## src/rtl/ysyx_23060332_mem_arbiter.sv

```systemverilog
// ysyx_23060332_mem_arbiter
//   Shares the core's single memory port between instruction fetch (IFU) and
//   the load/store unit (LSU). One transaction in flight; simultaneous
//   requests are broken round-robin on the last granted requester.
//
// Ports
//   clk, rst            clock; synchronous active-high reset
//   i_ifu_*             fetch request (read-only) / o_ifu_* accept + response
//   i_lsu_*             load/store request        / o_lsu_* accept + response
//   o_mem_*             latched command to memory, o_mem_valid while in REQ
//   i_mem_ready         memory accepts the command
//   i_mem_rvalid/rdata  memory response (acks reads and writes)
//   o_busy              arbiter not idle
//   o_owner             0 = IFU, 1 = LSU; meaningful while busy
module ysyx_23060332_mem_arbiter #(
    parameter int ADDR_W = 32,
    parameter int DATA_W = 32
) (
    input  logic                clk,
    input  logic                rst,
    // instruction fetch
    input  logic                i_ifu_valid,
    input  logic [ADDR_W-1:0]   i_ifu_addr,
    output logic                o_ifu_ready,
    output logic                o_ifu_rvalid,
    output logic [DATA_W-1:0]   o_ifu_rdata,
    // load/store unit
    input  logic                i_lsu_valid,
    input  logic [ADDR_W-1:0]   i_lsu_addr,
    input  logic                i_lsu_wen,
    input  logic [DATA_W-1:0]   i_lsu_wdata,
    input  logic [DATA_W/8-1:0] i_lsu_wmask,
    output logic                o_lsu_ready,
    output logic                o_lsu_rvalid,
    output logic [DATA_W-1:0]   o_lsu_rdata,
    // memory port
    output logic                o_mem_valid,
    input  logic                i_mem_ready,
    output logic [ADDR_W-1:0]   o_mem_addr,
    output logic                o_mem_wen,
    output logic [DATA_W-1:0]   o_mem_wdata,
    output logic [DATA_W/8-1:0] o_mem_wmask,
    input  logic                i_mem_rvalid,
    input  logic [DATA_W-1:0]   i_mem_rdata,
    // status
    output logic                o_busy,
    output logic                o_owner
);

    localparam logic OWN_IFU = 1'b0;
    localparam logic OWN_LSU = 1'b1;

    typedef enum logic [1:0] {
        S_IDLE,
        S_REQ,
        S_WAIT
    } state_t;

    state_t              r_state;
    state_t              w_next;
    logic                w_grant_ifu;
    logic                w_grant_lsu;

    logic                r_owner;
    logic                r_last_grant;
    logic [ADDR_W-1:0]   r_addr;
    logic                r_wen;
    logic [DATA_W-1:0]   r_wdata;
    logic [DATA_W/8-1:0] r_wmask;
    logic                r_ifu_rvalid;
    logic                r_lsu_rvalid;
    logic [DATA_W-1:0]   r_ifu_rdata;
    logic [DATA_W-1:0]   r_lsu_rdata;

    // Grant decision depends only on request valids, state and last_grant,
    // so readies never see a combinational path from the memory side.
    // Readies are held low while rst is high so no handshake completes in a
    // cycle whose state update is about to be discarded.
    always_comb begin
        w_next      = r_state;
        w_grant_ifu = 1'b0;
        w_grant_lsu = 1'b0;
        case (r_state)
            S_IDLE: begin
                if (!rst) begin
                    w_grant_ifu = i_ifu_valid && (!i_lsu_valid || r_last_grant == OWN_LSU);
                    w_grant_lsu = i_lsu_valid && (!i_ifu_valid || r_last_grant == OWN_IFU);
                end
                if (w_grant_ifu || w_grant_lsu)
                    w_next = S_REQ;
            end
            S_REQ: begin
                if (i_mem_ready)
                    w_next = S_WAIT;
            end
            S_WAIT: begin
                if (i_mem_rvalid)
                    w_next = S_IDLE;
            end
            default: w_next = S_IDLE;
        endcase
    end

    always_ff @(posedge clk) begin
        if (rst) begin
            r_state      <= S_IDLE;
            r_owner      <= OWN_IFU;
            r_last_grant <= OWN_LSU;
            r_addr       <= '0;
            r_wen        <= 1'b0;
            r_wdata      <= '0;
            r_wmask      <= '0;
            r_ifu_rvalid <= 1'b0;
            r_lsu_rvalid <= 1'b0;
            r_ifu_rdata  <= '0;
            r_lsu_rdata  <= '0;
        end else begin
            r_state      <= w_next;
            r_ifu_rvalid <= 1'b0;
            r_lsu_rvalid <= 1'b0;

            // Fetches are reads: write fields are forced to zero.
            if (w_grant_ifu) begin
                r_addr       <= i_ifu_addr;
                r_wen        <= 1'b0;
                r_wdata      <= '0;
                r_wmask      <= '0;
                r_owner      <= OWN_IFU;
                r_last_grant <= OWN_IFU;
            end else if (w_grant_lsu) begin
                r_addr       <= i_lsu_addr;
                r_wen        <= i_lsu_wen;
                r_wdata      <= i_lsu_wdata;
                r_wmask      <= i_lsu_wmask;
                r_owner      <= OWN_LSU;
                r_last_grant <= OWN_LSU;
            end

            // Responses are only honoured in WAIT; a stray mem_rvalid in
            // IDLE/REQ (including one arriving after an abort) is dropped.
            if (r_state == S_WAIT && i_mem_rvalid) begin
                if (r_owner == OWN_LSU) begin
                    r_lsu_rdata  <= i_mem_rdata;
                    r_lsu_rvalid <= 1'b1;
                end else begin
                    r_ifu_rdata  <= i_mem_rdata;
                    r_ifu_rvalid <= 1'b1;
                end
            end
        end
    end

    assign o_ifu_ready  = w_grant_ifu;
    assign o_lsu_ready  = w_grant_lsu;
    assign o_ifu_rvalid = r_ifu_rvalid;
    assign o_lsu_rvalid = r_lsu_rvalid;
    assign o_ifu_rdata  = r_ifu_rdata;
    assign o_lsu_rdata  = r_lsu_rdata;

    assign o_mem_valid  = (r_state == S_REQ);
    assign o_mem_addr   = r_addr;
    assign o_mem_wen    = r_wen;
    assign o_mem_wdata  = r_wdata;
    assign o_mem_wmask  = r_wmask;

    assign o_busy       = (r_state != S_IDLE);
    assign o_owner      = r_owner;

endmodule

```

## config.mk

```make
export PLATFORM = sky130hd
export DESIGN_NAME = ysyx_23060332_mem_arbiter
export DESIGN_NICKNAME = d
export VERILOG_FILES = /design/src/rtl/ysyx_23060332_mem_arbiter.sv
export SDC_FILE = /design/constraint.sdc
export NUM_CORES = 1
export LEC_CHECK = 0
export ABC_AREA = 1
export ABC_CLOCK_PERIOD_IN_PS = 1400
export CAP_MARGIN = 20
export CORE_MARGIN = 5
export CORE_UTILIZATION = 40
export DETAILED_ROUTE_END_ITERATION = 16
export PLACE_DENSITY = 0.91
export SYNTH_ARGS = -nofsm -noshare
export SYNTH_HDL_FRONTEND = slang
export SYNTH_SLANG_ARGS = --single-unit
```

## constraint.sdc

```tcl
create_clock -name clk -period 1.4 [get_ports clk]
set_input_delay 0.28 -clock clk [delete_from_list [all_inputs] [get_ports clk]]
set_output_delay 0.28 -clock clk [all_outputs]
set_load 0.005 [all_outputs]
```

Yosys cells after proc, flatten, opt, wreduce, memory -nomap -nowiden
Cells that the tools add are included.
{ "op_classes": {"eq_ne": 5, "mux": 16, "bitwise": 3, "n_reduce_logical": 16} }
{ "ops": {"columns": ["operator", "n"], "rows": [
  ["32-bit two-way mux", 2],
  ["1-bit two-way mux", 10],
  ["2-bit two-way mux", 3],
  ["2-bit one-hot mux with 3 select lines", 1],
  ["2-bit inequality test (second input constant)", 2],
  ["2-bit AND reduction", 2],
  ["2-bit nonzero test", 2],
  ["2-bit OR reduction", 2],
  ["1-bit logical AND", 3],
  ["1-bit logical OR", 3],
  ["1-bit NOT", 3],
  ["3-bit AND reduction", 1],
  ["2-bit by 1-bit == test with 1-bit output (second input constant)", 1],
  ["2-bit == test (second input constant)", 1],
  ["1-bit zero test", 2],
  ["2-bit zero test", 1],
  ["2-bit by 1-bit inequality test with 1-bit output (second input constant)", 1]
]} }
{ "word_totals": {"register_bits": 139, "in_bits": 139, "out_inout_bits": 140, "wordCells": 51} }

Longest topological paths before layout
Gate-level depths: netlist of run 1.
{ "depth": {"word_depth": 8, "depth_mapped": 7, "ltp_nobuf": 6} }

Least setup slack after synthesis of run 1
No wires, ideal clock.
{ "synth_timing": {"path_kind": "flip-flop to output port", "startpoint": "register r_state[1]", "endpoint": "output o_ifu_ready", "t_arrival_ns": 0.993, "required_time_ns": 1.120, "path_slack_ns": 0.127, "stages_incl_launch_ff": 6, "path_cell_list": "dfxtp_1 -> nor2_4 -> nand3_2 -> buf_4 -> buf_2 -> inv_1"} }
{ "synth_between": {"elab_chain_len": 2} }
{ "synth_rtl": {"columns": ["element", "line_no", "text"], "rows": [
  ["start, declared", "59", "state_t r_state;"],
  ["start signal, assigned", "118", "r_state <= w_next;"],
  ["2-bit zero test", "83", "case (r_state)"],
  ["1-bit two-way mux", "83", null],
  ["end, declared", "24", "output logic o_ifu_ready,"]
]} }
No other way between the ends.

Final worst setup path of run 1
{ "layout_timing": {"startpoint": "register r_state[1]", "endpoint": "register r_addr[6] (netlist: o_mem_addr[6])"} }
{ "layout_between": {"elab_chain_len": 3, "elab_cells_between_ends": 5, "classes_between": "3 x mux; 2 x reduce/logical"} }
{ "layout_rtl": {"columns": ["element", "line_no", "text"], "rows": [
  ["2-bit zero test *", "83", null],
  ["1-bit two-way mux", "83", null],
  ["32-bit two-way mux / 2-bit nonzero test (equally long branches)", null, null],
  ["end signal, assigned", "124", "r_addr <= i_ifu_addr;"],
  ["end signal, assigned", "131", "r_addr <= i_lsu_addr;"],
  ["end, declared", "66", "logic [ADDR_W-1:0] r_addr;"]
]} }
Mark *: on every way between the ends. The rest lies on a longest branch, timed or not.
A chain may end at the register's enable or synchronous reset.

==> results summary, run 1 <==
Sequential cells burn a little over a third of the power. The number of global-route vias before repair is ~6.5k. The total count of hold-check failures in the final report is 0. The share of the Yosys chip area taken by registers is 50.9%.

The total routing usage reported by global routing came out at 26.5%. The clock group share of total power is 43.3%. The cell count after synthesis came out at around 760.

The top achievable clock speed came out at just under 600 MHz. The floorplan die area is 16100 sq um. The synthesized net count is 897. The analysis attributes to cell leakage a power of slightly above 5 nW. The tightest slew margin relative to the limit is approximately three quarters.

The I/O pin count is 279. The worst slack after detailed placement came out at -0.538 ns. The share of cells above drive strength 1 came out at 29.2%.

The signed area change from the synthesized netlist to the final layout is 101%. The width of the die is roughly 130 microns. The initial antenna violation count was 1. The clock network latency to the later pin of the worst-skew pair came out at around 0.42 ns. The count of yosys warnings during synthesis is 0. The final reports fail on negative setup slack. Along the worst path, the maximum fanout reaches 8. The worst-case register-to-register setup slack came out at -0.31 ns. The cell internal power dissipation came out at between 8 and 9 mW. The proportion of total power due to net switching is a little over a quarter. The filler cell count in the final layout came out at just under 700.

Summing every instance area after synthesis gives roughly 5500 sq um. The first-pass GRT wire length is between 30000 and 40000 microns. The sort of element at the end of the critical path is a flip-flop. The final cycle utilization of the critical path came out at 122%. The flop and latch count out of synthesis is 139.

Across all setup checks in the final design, the least slack found is -0.308 ns. The residual overflow from global routing is 0. The min-delay analysis places its worst path in the category reg2reg. For this design, the slowest cell found on the critical path is dfxtp_2.

The share of power burned in combinational logic came out at between 20% and 30%. For this block, the via count after detailed routing is 7120. STA classifies the critical path startpoint as a flip-flop. The total area inside the core boundary comes to between 10000 and 15000 sq um. Dividing the detail-routed wire length by the instance count gives between 20 and 25 microns. The largest single stage delay on the critical path is 0.34 ns.

The number of port buffers is approximately 280. The number of library cell types mapped by synthesis is 18. The total CTS buffers is 17. The die is 127 microns tall.

The analysis attributes to net switching a power of around 3.2 mW. The critical path goes through nor2_4, inv_2, nor2_4, buf_6, buf_12, buf_12, buf_16, nand2_1, a21oi_1, nor2_1. The final weighted congestion in routability-driven placement is about 0.81.

The detail route stage leaves a number of antenna-violating nets equal to 0. The power per cell area is 1090 nW/um^2. Setup repair after global routing could not meet its margin everywhere. The ratio of routed vias to standard cells came out at 5.58. The H-tree was split into 4 levels. The floorplan has 42 rows. The CTS tree is done. Summed over all layers, the routed wires come to 29500 microns.

The final design utilization is 82.4%. The average cell area after synthesis is 7.21 sq um. The max-cap check violation count is 0. The final worst hold slack came out at ~0.44 ns. The total iterations of the first detailed-routing run came out at 5. The worst ir drop on vdd is approximately 0.90 mV. For the pin with the worst max-slew slack, the measured transition is around 0.39 ns. The number of setup violations in the final report came out at 87.

The clock slew at the register clock pins of the worst setup and hold paths came out at 0.06 ns. The tree is rooted in a clkbuf_16. The data required time of the worst path came out at 1.70 ns. The post-layout net count came out at 1225.

By startpoint and endpoint, the worst setup path is classified as reg2reg. The starting utilization of the core area is approximately two fifths. The HPWL after detailed placement came out at 13200 microns.

The max-slew violation count is 0. The signal arrival time at the worst endpoint is 2.01 ns. The post-route clock skew came out at approximately 0.015 ns. Buffers inserted to repair hold after CTS numbered 0. The total clock sinks came out at 139. Entering global routing, the biggest net connects 72 pins. The final period demand of the worst path is 1.71 ns. The first routing iteration left 608 violations. The number of buffers between clock root and the deepest sink came out at 2. The residual DRC count is 0. The run finished, with violations left.
==> cell families after synthesis <==
kind of cell	share of synthesized area, %
buf+inv	12.0
flops	50.9
compound gates	18.2
simple gates	18.9
==> power by group through the flow <==
stage / logic (mW) / clock network (mW) / registers (mW)
after CTS: 1.86 / 5.16 / 4.24
after floorplan: 0.581 / 0 / 4.34
after global routing: 2.60 / 5.42 / 4.29
after global placement: 1.60 / 0 / 4.32
after detailed placement: 1.63 / 0 / 4.32
final: 2.51 / 5.19 / 4.28
==> Yosys cell counts <==
| cell | n | area (sq um) |
|---|---|---|
| dfxtp_1 | 139 | 2780 |
| nor2_1 | 131 | 492 |
| nand2_1 | 115 | 432 |
| inv_1 | 107 | 402 |
| a21oi_1 | 103 | 515 |
| o21ai_0 | 78 | 390 |
| buf_2 | 29 | 145 |
| o21ai_1 | 18 | 90.1 |
| clkbuf_1 | 14 | 52.6 |
| nand3_1 | 7 | 35.0 |
| inv_2 | 4 | 15.0 |
| nand3_2 | 3 | 30.0 |
| buf_4 | 2 | 15.0 |
| buf_6 | 2 | 22.5 |
| nor2_2 | 2 | 12.5 |
| nor2_4 | 2 | 22.5 |
| buf_1 | 1 | 3.75 |
| nand3b_1 | 1 | 7.51 |
==> cells in the final DEF, fill, tap and decap left out, types with 2 or more instances in the layout <==
cell / count
inv_6: 3
buf_6: 21
a21oi_4: 5
o21ai_2: 15
nor2_4: 12
inv_1: 104
buf_12: 20
clkbuf_16: 28
nand3_4: 4
clkbuf_1: 2
a21oi_1: 39
o21ai_1: 36
buf_8: 8
dfxtp_1: 130
nor2_1: 103
buf_4: 17
nor2_2: 20
dlygate4sd2_1: 139
clkdlybuf4s50_1: 135
bufinv_16: 6
buf_16: 6
dfxtp_2: 9
a21oi_2: 59
nand2_4: 38
nand2_8: 2
nand2_1: 40
clkinv_4: 3
nand2_2: 35
clkinvlp_4: 2
nand3_1: 5
inv_2: 5
o21ai_0: 44
==> final timing paths <==
kind                                                  start  cells after the start                          end
worst max-delay path                r_state[1]$_SDFFE_PP0P_                     10   o_mem_addr[6]$_SDFFE_PP0P_
worst max register to register      r_state[1]$_SDFFE_PP0P_                     10   o_mem_addr[6]$_SDFFE_PP0P_
worst min-delay path            o_lsu_rdata[1]$_SDFFE_PP0P_                      2  o_lsu_rdata[1]$_SDFFE_PP0P_
worst min register to register  o_lsu_rdata[1]$_SDFFE_PP0P_                      2  o_lsu_rdata[1]$_SDFFE_PP0P_
==> area by class of cell <==
class	instances	area [sq um]	area share [%]
Tap cell	176	220	2.01
Timing Repair Buffer	357	3890	35.5
Clock buffer	19	433	3.95
Antenna cell	1	2.50	0.0228
Clock inverter	13	239	2.18
Inverter	111	438	4.00
Multi-Input combinational cell	460	2940	26.8
Sequential cell	139	2790	25.5
==> flip-flops by register name (all words and copies together), names as in the netlist <==
| name | flops |
|---|---|
| o_ifu_rdata | 32 |
| o_lsu_rdata | 32 |
| o_mem_addr | 32 |
| o_mem_wdata | 32 |
| o_mem_wmask | 4 |
| r_state | 2 |
| o_ifu_rvalid | 1 |
| o_lsu_rvalid | 1 |
| o_mem_wen | 1 |
| o_owner | 1 |
| r_last_grant | 1 |
==> worst max-delay path, delay by kind of cell, from the launching register on <==
kind | cells | cell delay [ns]
AO/OA/AOI/OAI | 1 | 0.19
AND/OR/NAND/NOR | 4 | 0.45
buffers and inverters | 5 | 0.60
flip-flops | 1 | 0.34
==> metal layers <==
layer  share of wire, %  global-route usage (%)  wire (microns)  vias up
li1                   -                       -               -     3036
met1                 34                    27.2            9910     3299
met2                 49                    47.8           14400      600
met3                 11                    8.15            3110      185
met4                7.3                    14.6            2170        0
met5                  0                       0               0        -
==> what timing repair did <==
| action | CTS | global route |
|---|---|---|
| setup endpoints to repair | 216 | 97 |
| cloned | 9 | 16 |
| buffers inserted | 12 | 16 |
| pin swaps | 22 | 83 |
| resized for setup | 230 | 282 |
| endpoints found under the hold margin | 0 | 0 |
==> per-stage QoR <==
stage	instance area (sq um)	cells	TNS [ns]	total power, mW
final	11000	1276	-11.00	12.0
after global routing	11000	1276	-14.55	12.3
after CTS	9710	1249	-2.28	11.3
after detailed placement	8620	1197	-41.53	5.95
after global placement	8620	1197	-36.95	5.92
after floorplan	5470	758	0	4.92
Note: power is estimated with default switching activity, not from simulation.
==> inputs of run 2 (changes only) <==
Settings changed: CAP_MARGIN 20 to not set.
==> results of run 2 <==
No change in the layout: final DEF, timing and power equal those of run 1.
